[src/rtl/drac_pkg.sv]
// Shared DRAC pipeline types used by the graduation list.
package drac_pkg;

  localparam int GL_NUM_ENTRIES = 8;
  localparam int GL_TAG_W       = $clog2(GL_NUM_ENTRIES);

  typedef logic [GL_TAG_W-1:0] gl_tag_t;

  // One in-flight instruction slot at default pipeline widths.
  typedef struct packed {
    logic        valid;
    logic        done;
    logic [63:0] pc;
    logic [4:0]  rd;
    logic        we;
    logic [63:0] data;
    logic        xcpt;
    logic [63:0] cause;
  } gl_entry_t;

endpackage

[src/rtl/graduation_list.sv]
// In-order retirement buffer: allocate at issue, complete out of order by
// tag, retire from the head; an exception at the head empties the list.
module graduation_list
  import drac_pkg::*;
#(
  parameter int NUM_ENTRIES = GL_NUM_ENTRIES,
  parameter int DATA_W      = 64,
  parameter int PC_W        = 64,
  parameter int REG_W       = 5,
  parameter int CAUSE_W     = 64,
  parameter int TAG_W       = $clog2(NUM_ENTRIES)
) (
  input  logic               clk_i,
  input  logic               rstn_i,
  input  logic               flush_i,
  input  logic               ins_valid_i,
  input  logic [PC_W-1:0]    ins_pc_i,
  input  logic [REG_W-1:0]   ins_rd_i,
  input  logic               ins_we_i,
  output logic               ins_ready_o,
  output logic [TAG_W-1:0]   ins_tag_o,
  input  logic               cmp_valid_i,
  input  logic [TAG_W-1:0]   cmp_tag_i,
  input  logic [DATA_W-1:0]  cmp_data_i,
  input  logic               cmp_xcpt_i,
  input  logic [CAUSE_W-1:0] cmp_cause_i,
  output logic               commit_valid_o,
  input  logic               commit_ack_i,
  output logic [PC_W-1:0]    commit_pc_o,
  output logic [REG_W-1:0]   commit_rd_o,
  output logic               commit_we_o,
  output logic [DATA_W-1:0]  commit_data_o,
  output logic               commit_xcpt_o,
  output logic [CAUSE_W-1:0] commit_cause_o,
  output logic               xcpt_flush_o,
  output logic [TAG_W:0]     count_o,
  output logic               empty_o
);

  localparam logic [TAG_W:0] CNT_FULL = (TAG_W+1)'(NUM_ENTRIES);

  // Payload carries no reset; it is only meaningful while its valid bit is set.
  typedef struct packed {
    logic [PC_W-1:0]    pc;
    logic [REG_W-1:0]   rd;
    logic               we;
    logic [DATA_W-1:0]  data;
    logic               xcpt;
    logic [CAUSE_W-1:0] cause;
  } payload_t;

  payload_t               pay_q [NUM_ENTRIES];
  logic [NUM_ENTRIES-1:0] valid_q;
  logic [NUM_ENTRIES-1:0] done_q;
  logic [TAG_W-1:0]       head_q;
  logic [TAG_W-1:0]       tail_q;
  logic [TAG_W:0]         count_q;
  logic                   xcpt_flush_q;

  logic alloc;
  logic cmp_hit;
  logic commit;
  logic xcpt_commit;
  logic clear_all;

  // Ready looks only at the current count, so a same-cycle commit never
  // frees a slot for that cycle's allocation.
  assign ins_ready_o = (count_q < CNT_FULL);
  assign ins_tag_o   = tail_q;
  assign alloc       = ins_valid_i && ins_ready_o;
  assign cmp_hit     = cmp_valid_i && valid_q[cmp_tag_i];

  assign commit_valid_o = valid_q[head_q] && done_q[head_q];
  assign commit_pc_o    = pay_q[head_q].pc;
  assign commit_rd_o    = pay_q[head_q].rd;
  assign commit_we_o    = pay_q[head_q].we && !pay_q[head_q].xcpt;
  assign commit_data_o  = pay_q[head_q].data;
  assign commit_xcpt_o  = pay_q[head_q].xcpt;
  assign commit_cause_o = pay_q[head_q].cause;

  // External flush overrides everything, including the commit itself.
  assign commit      = commit_valid_o && commit_ack_i && !flush_i;
  assign xcpt_commit = commit && pay_q[head_q].xcpt;
  assign clear_all   = flush_i || xcpt_commit;

  assign xcpt_flush_o = xcpt_flush_q;
  assign count_o      = count_q;
  assign empty_o      = (count_q == '0);

  // Per-entry valid/done flags: completion, then head retire, then tail alloc.
  always_ff @(posedge clk_i or negedge rstn_i) begin
    if (!rstn_i) begin
      valid_q <= '0;
      done_q  <= '0;
    end else if (clear_all) begin
      valid_q <= '0;
      done_q  <= '0;
    end else begin
      if (cmp_hit) done_q[cmp_tag_i] <= 1'b1;
      if (commit)  valid_q[head_q]   <= 1'b0;
      if (alloc) begin
        valid_q[tail_q] <= 1'b1;
        done_q[tail_q]  <= 1'b0;
      end
    end
  end

  // Head/tail pointers wrap naturally; count disambiguates full from empty.
  always_ff @(posedge clk_i or negedge rstn_i) begin
    if (!rstn_i) begin
      head_q  <= '0;
      tail_q  <= '0;
      count_q <= '0;
    end else if (clear_all) begin
      head_q  <= '0;
      tail_q  <= '0;
      count_q <= '0;
    end else begin
      if (commit) head_q <= head_q + 1'b1;
      if (alloc)  tail_q <= tail_q + 1'b1;
      count_q <= count_q + (TAG_W+1)'(alloc) - (TAG_W+1)'(commit);
    end
  end

  // One-cycle pulse after an exception retires; external flush does not raise it.
  always_ff @(posedge clk_i or negedge rstn_i) begin
    if (!rstn_i) xcpt_flush_q <= 1'b0;
    else         xcpt_flush_q <= xcpt_commit;
  end

  // Payload capture at allocation and at completion.
  always_ff @(posedge clk_i) begin
    if (alloc) begin
      pay_q[tail_q].pc <= ins_pc_i;
      pay_q[tail_q].rd <= ins_rd_i;
      pay_q[tail_q].we <= ins_we_i;
    end
    if (cmp_hit) begin
      pay_q[cmp_tag_i].data  <= cmp_data_i;
      pay_q[cmp_tag_i].xcpt  <= cmp_xcpt_i;
      pay_q[cmp_tag_i].cause <= cmp_cause_i;
    end
  end

  // Execute units must only complete tags that are in flight.
  cmp_tag_live: assert property (@(posedge clk_i) disable iff (!rstn_i)
    (cmp_valid_i && !flush_i) |-> valid_q[cmp_tag_i]);

endmodule
[config.mk]
export PLATFORM = sky130hd
export DESIGN_NAME = graduation_list
export DESIGN_NICKNAME = d
export VERILOG_FILES = /design/src/rtl/drac_pkg.sv /design/src/rtl/graduation_list.sv
export SDC_FILE = /design/constraint.sdc
export NUM_CORES = 2
export LEC_CHECK = 0
export BUFFER_PORTS_ARGS = -buffer_cell sky130_fd_sc_hd__buf_2
export CAP_MARGIN = 0
export CORE_MARGIN = 2
export CORE_UTILIZATION = 40
export DETAILED_ROUTE_END_ITERATION = 10
export GPL_ROUTABILITY_DRIVEN = 0
export PLACE_DENSITY = 0.6
export SLEW_MARGIN = 40
export SYNTH_ARGS = -nofsm -noshare
export SYNTH_HDL_FRONTEND = slang
export SYNTH_SLANG_ARGS = --single-unit
[constraint.sdc]
create_clock -name clk_i -period 18.7 [get_ports clk_i]
set_clock_uncertainty 0.15 [all_clocks]
set_input_delay 0.935 -clock clk_i [delete_from_list [all_inputs] [get_ports clk_i]]
set_output_delay 0.935 -clock clk_i [all_outputs]
set_load 0.05 [all_outputs]
### After elaboration in Yosys (flattened, before gate mapping)

Memory sizes are Yosys's and may differ from the RTL's.
Index checks and enable logic that the tools add are counted.
Widths: inputs -> output; s select.

* add/subtract/negate cells: 4
* multipliers: 0
* divide/modulo/power cells: 0
* magnitude comparators: 7
* eq/ne operators: 0
* shift operators: 0
* muxes and demuxes: 29
* bitwise logic cells: 6
* reductions and logical operators: 16

Operators by type and width (count)
* $mux 8: 8
* $and 8x8->8: 2
* $not 8->8: 2
* $or 8x8->8: 2
* $lt 3x4->1 const B: 3
* $mux 3: 4
* $logic_and 1x1->1: 10
* $mux 1: 10
* $bmux 1 s3: 3
* $demux 1 s3: 3
* $ge 3x1->1 const B: 3
* $add 3x1->3 const B: 2
* $add 4x1->4: 1
* $logic_not 4->1: 1
* $lt 4x4->1 const B: 1
* $mux 4: 1
* $reduce_bool 2->1: 2
* $sub 4x1->4: 1
* $logic_not 1->1: 2
* $logic_or 1x1->1: 1

* bits in registers: 27
* latch bits: 0
* RAM bits: 1592
* memory bits (read-only): 0
* input bits: 208
* output and inout bits: 210
* logic and storage cells: 69
* memories kept: 1

Memories
* pay_q: depth 8, bits a word 199, rd ports 1, clocked after Yosys merged registers in 0, wr ports 2, line graduation_list.sv:52 `payload_t pay_q [NUM_ENTRIES];`

### Logic depth before layout (Yosys ltp)

* word-level depth: 11
* depth in mapped cells: 15

### Worst setup path after synthesis

Ideal clock, no wire load.

* kind: input to register
* from: input port cmp_tag_i[0]
* to: register done_q[2]
* library setup time: 0.128 ns
* arrival: 16.211 ns
* data required time: 18.422 ns
* setup slack: 2.211 ns
* stages on the path: 4
* buffers on the path: 1
* cells stage by stage: clkbuf_1 > nor4b_1 > o221ai_1 > a21oi_1

* word-level cells in the longest chain between the ends: 10

RTL lines
* from (decl): line graduation_list.sv:23 `input logic [TAG_W-1:0] cmp_tag_i,`
* $lt 3x4->1 (not written as such) or $ge 3x1->1 (tied branches): line graduation_list.sv:99 `if (cmp_hit) done_q[cmp_tag_i] <= 1'b1;`
* $logic_and 1x1->1 (not written as such): line graduation_list.sv:99
* $mux 1 (not written as such): line graduation_list.sv:99
* $demux 1 s3: line graduation_list.sv:99
* $or 8x8->8 (no line)
* $mux 8 (*): line graduation_list.sv:99
* $mux 8 (*): line graduation_list.sv:95 `end else if (clear_all) begin`
* $and 8x8->8 (no line)
* $mux 8 (*): line graduation_list.sv:101 `if (alloc) begin`
* $mux 8 (*): line graduation_list.sv:95
* to (signal assigned): line graduation_list.sv:94 `done_q <= '0;`
* to (signal assigned): line graduation_list.sv:97 `done_q <= '0;`
* to (signal, indexed assignment): line graduation_list.sv:103 `done_q[tail_q] <= 1'b0;`
* to (decl): line graduation_list.sv:54 `logic [NUM_ENTRIES-1:0] done_q;`

Every way passes the cells marked *; elsewhere a longest branch is shown, timed or not. The select of a mux whose other input is x is not followed.
A chain may end at the register's enable or synchronous reset.

### Worst setup path in the final report

* from: register head_q[1]
* to: output port commit_pc_o[43]

* word-level cells in the longest chain between the ends: 1

RTL lines
* from (decl): line graduation_list.sv:55 `logic [TAG_W-1:0] head_q;`
* from (signal assigned): line graduation_list.sv:119 `if (commit) head_q <= head_q + 1'b1;`
* $mem_v2 8x199
* to (decl): line graduation_list.sv:29 `output logic [PC_W-1:0] commit_pc_o,`

No other way between the ends.

==> impl_metrics.toml <==
[layout]
area_growth_pct = 16.2
multi_input_area_mm2 = 0.0114
layout_commonest_cell = "edfxtp_1"
nNetsFinal = 3968
drive_gt1_share_pct = 24.3
seqCellArea_mm2 = 0.0485
fillers = 12900
fin_util_pct = 46.7
final_cell_mix = "edfxtp_1, buf_2, mux2i_1"

[grt]
met3_usage_pct = 6.23
grt_usage_pct = 20.8
met1_usage_pct = 27.5
gr-total-overflow = 0
antenna_found_initial = 49
met2_usage_pct = 33.6
grt_max_degree = 77
top_usage_layer = "met2"
grt_pass1_vias = 33900
grt_pass1_wl_um = 237000

[cts]
root_buffer = "clkbuf_16"
path_clk_slew_ns = 0.06
cts_made_buffers = 169
htreeDepth = 4
cts_sinks = 1619
ctsResizeCount = 0
clock_latency_ns = 0.79
cts-root-to-sink-buffers = 3
cts_tree = "yes"

[synthesis]
syn-cell-area_mm2 = 0.0610
synth_edf_count = 1592
yosysWarnings = 0
syn_nets = 3517
synthFlopType = "edfxtp_1"
synth_cells = 3301
ys_async_sr_fraction_pct = 1.67
ys_types = 67
synth_seq_cells = 1619
ys_seq_area_share_pct = 79.5
avgSynthCellArea_um2 = 18.5

[floorplanning]
start_util_pct = 40.2
num_io_pins = 418
dieWidth_um = 395
core_mm2 = 0.152
die_h_um = 395
rows = 143
die_area_mm2 = 0.156

[detailed_routing]
drc = 0
routed_wl_um = 164000
antenna_left = 0
num_vias = 33600
first_iter_violations = 2774
drt_pre_antenna_iters = 6
vias_per_cell = 5.66
wire_per_inst_um = 27.7

[hold_path]
holdPathEnd = "pay_q[5][122]"
hp-class = "input port to flip-flop"
worstHoldStart = "cmp_data_i[57]"
min_path_cells = 1

[critical_path]
end_kind = "output port"
reg2reg_slack_ns = 14.67
crit_fanout = 58
required_ns = 17.62
cp-start-kind = "flip-flop"
cp_data_arrival_time_ns = 5.12
reg2regPathDepth = 12
critPathKind = "flip-flop to output port"
reg2reg_to = "count_o[2]"
r2r_start = "head_q[0]"

[timing]
min_period_ns = 6.21
tightest_slew_ns = 0.892
slew_headroom_pct = 40.6
setup_viol = 0
hold_violations = 0
finalSetupTns_ns = 0
whs_ns = 0.235
fin_crit_sh_pct = 33.2
fmax_mhz = 161
slew_viol_final = 0
rsz0062_at_grt = "no"

[power]
power-per-cell-area_mw_per_mm2 = 108
peakVddDrop_mv = 0.0864
power_leakage_uw = 0.0225

[placed_design]
numPortBuffers = 417
place_hpwl_um = 88700

[run_status]
status = "complete, no violations"

[run]
max-cap-violations = 0
-- report_power, final --
group	switching [uW]	internal (uW)	leakage (uW)
registers	16.4	4050	0.0147
clock network	1400	1870	0.00262
logic	272	81.0	0.00512
total	1690	6000	0.0225
-- synth_stat cells (5+ instances only) --
cell type  number  area [um^2]
edfxtp_1     1592        47800
mux2i_1       172         1720
a21oi_1       158          791
nor2_1        146          548
a221oi_1      142         1240
mux2_2        126         1420
a22oi_1       123          923
buf_2         108          541
nand2_1        82          308
o21ai_0        81          405
a222oi_1       67          671
clkbuf_1       60          225
o221ai_1       56          490
a22o_1         47          412
nand3_1        44          220
o2bb2ai_1      34          298
buf_6          30          338
dfrtp_1        27          676
buf_4          21          158
a221o_1        17          170
mux4_2         17          383
o21ai_1        16         80.1
nand4_1        12         75.1
a221oi_2        9          135
nor2b_1         9         56.3
inv_1           8         30.0
o22ai_1         8         50.1
ha_1            7         87.6
a211oi_1        6         45.0
mux2_4          6         90.1
mux2_1          5         56.3
-- critical path: stages (launching register included) --
cell      delay [ns]
dfrtp_4         0.60
buf_4           0.63
buf_6           0.59
buf_6           0.61
buf_4           0.71
mux2i_1         0.16
nor2_1          0.11
a21oi_1         0.05
o221ai_1        0.40
buf_2           0.35
-- repair_timing --
action	in CTS	in global routing
setup buffers	0	0
hold buffers	1	0
hold endpoints to repair	27	0
-- stage by stage --
stage | instances | setup slack (ns) | cell area, um^2 | total power (uW)
finish | 5925 | 12.49 | 70900 | 7690
CTS | 5913 | 12.07 | 70800 | 7770
global route | 5919 | 12.19 | 70900 | 7930
global placement | 5602 | 12.75 | 65200 | 4490
floorplan | 3301 | 2.21 | 61000 | 4350
detailed placement | 5607 | 12.96 | 65400 | 4500
-- worst max path at each step --
stage | start | endpoint | slack [ns] | cells after the start
after floorplan | cmp_tag_i[0] | done_q[2] | 2.21 | 4
after global placement | head_q[1] | commit_pc_o[43] | 12.75 | 9
after detailed placement | head_q[1] | commit_pc_o[43] | 12.96 | 9
after CTS | head_q[1] | commit_pc_o[43] | 12.07 | 9
after global routing | head_q[1] | commit_pc_o[43] | 12.19 | 9
final | head_q[1] | commit_pc_o[43] | 12.49 | 9
-- state kept, by name, indices dropped and copies added (netlist names) --
name,count
ins_tag_o,3
pay_q,1592
head_q,3
done_q,8
count_o,4
valid_q,8
xcpt_flush_o,1
-- final cells by class --
class,count,area share (%)
sequential,1619,68.4
multi-input combinational,1449,16.1
clock buffer,202,6.20
timing repair buffer,503,4.19
tap,2030,3.58
clock inverter,103,1.47
inverter,10,0.0653
antenna,9,0.0318
-- metal layers --
layer	wire length, um	vias up
met4	3070	60
met3	13500	276
met2	78200	1181
met5	391	-
li1	-	14600
met1	69100	17500
-- logic make-up (layout without fill, tap and decap cells) --
family	after synthesis	in the layout	synth area share, %
adders and majority gates	8	8	0.176
other	0	9	0
xor gates and xnor gates	3	3	0.0431
DFF	1619	1619	79.5
buffers and inverters	233	818	2.15
muxes	326	326	6.01
AOI/OAI and AO/OA	781	781	9.66
and+or+nand+nor	331	331	2.49
Note: power is estimated with default switching activity, not from simulation.
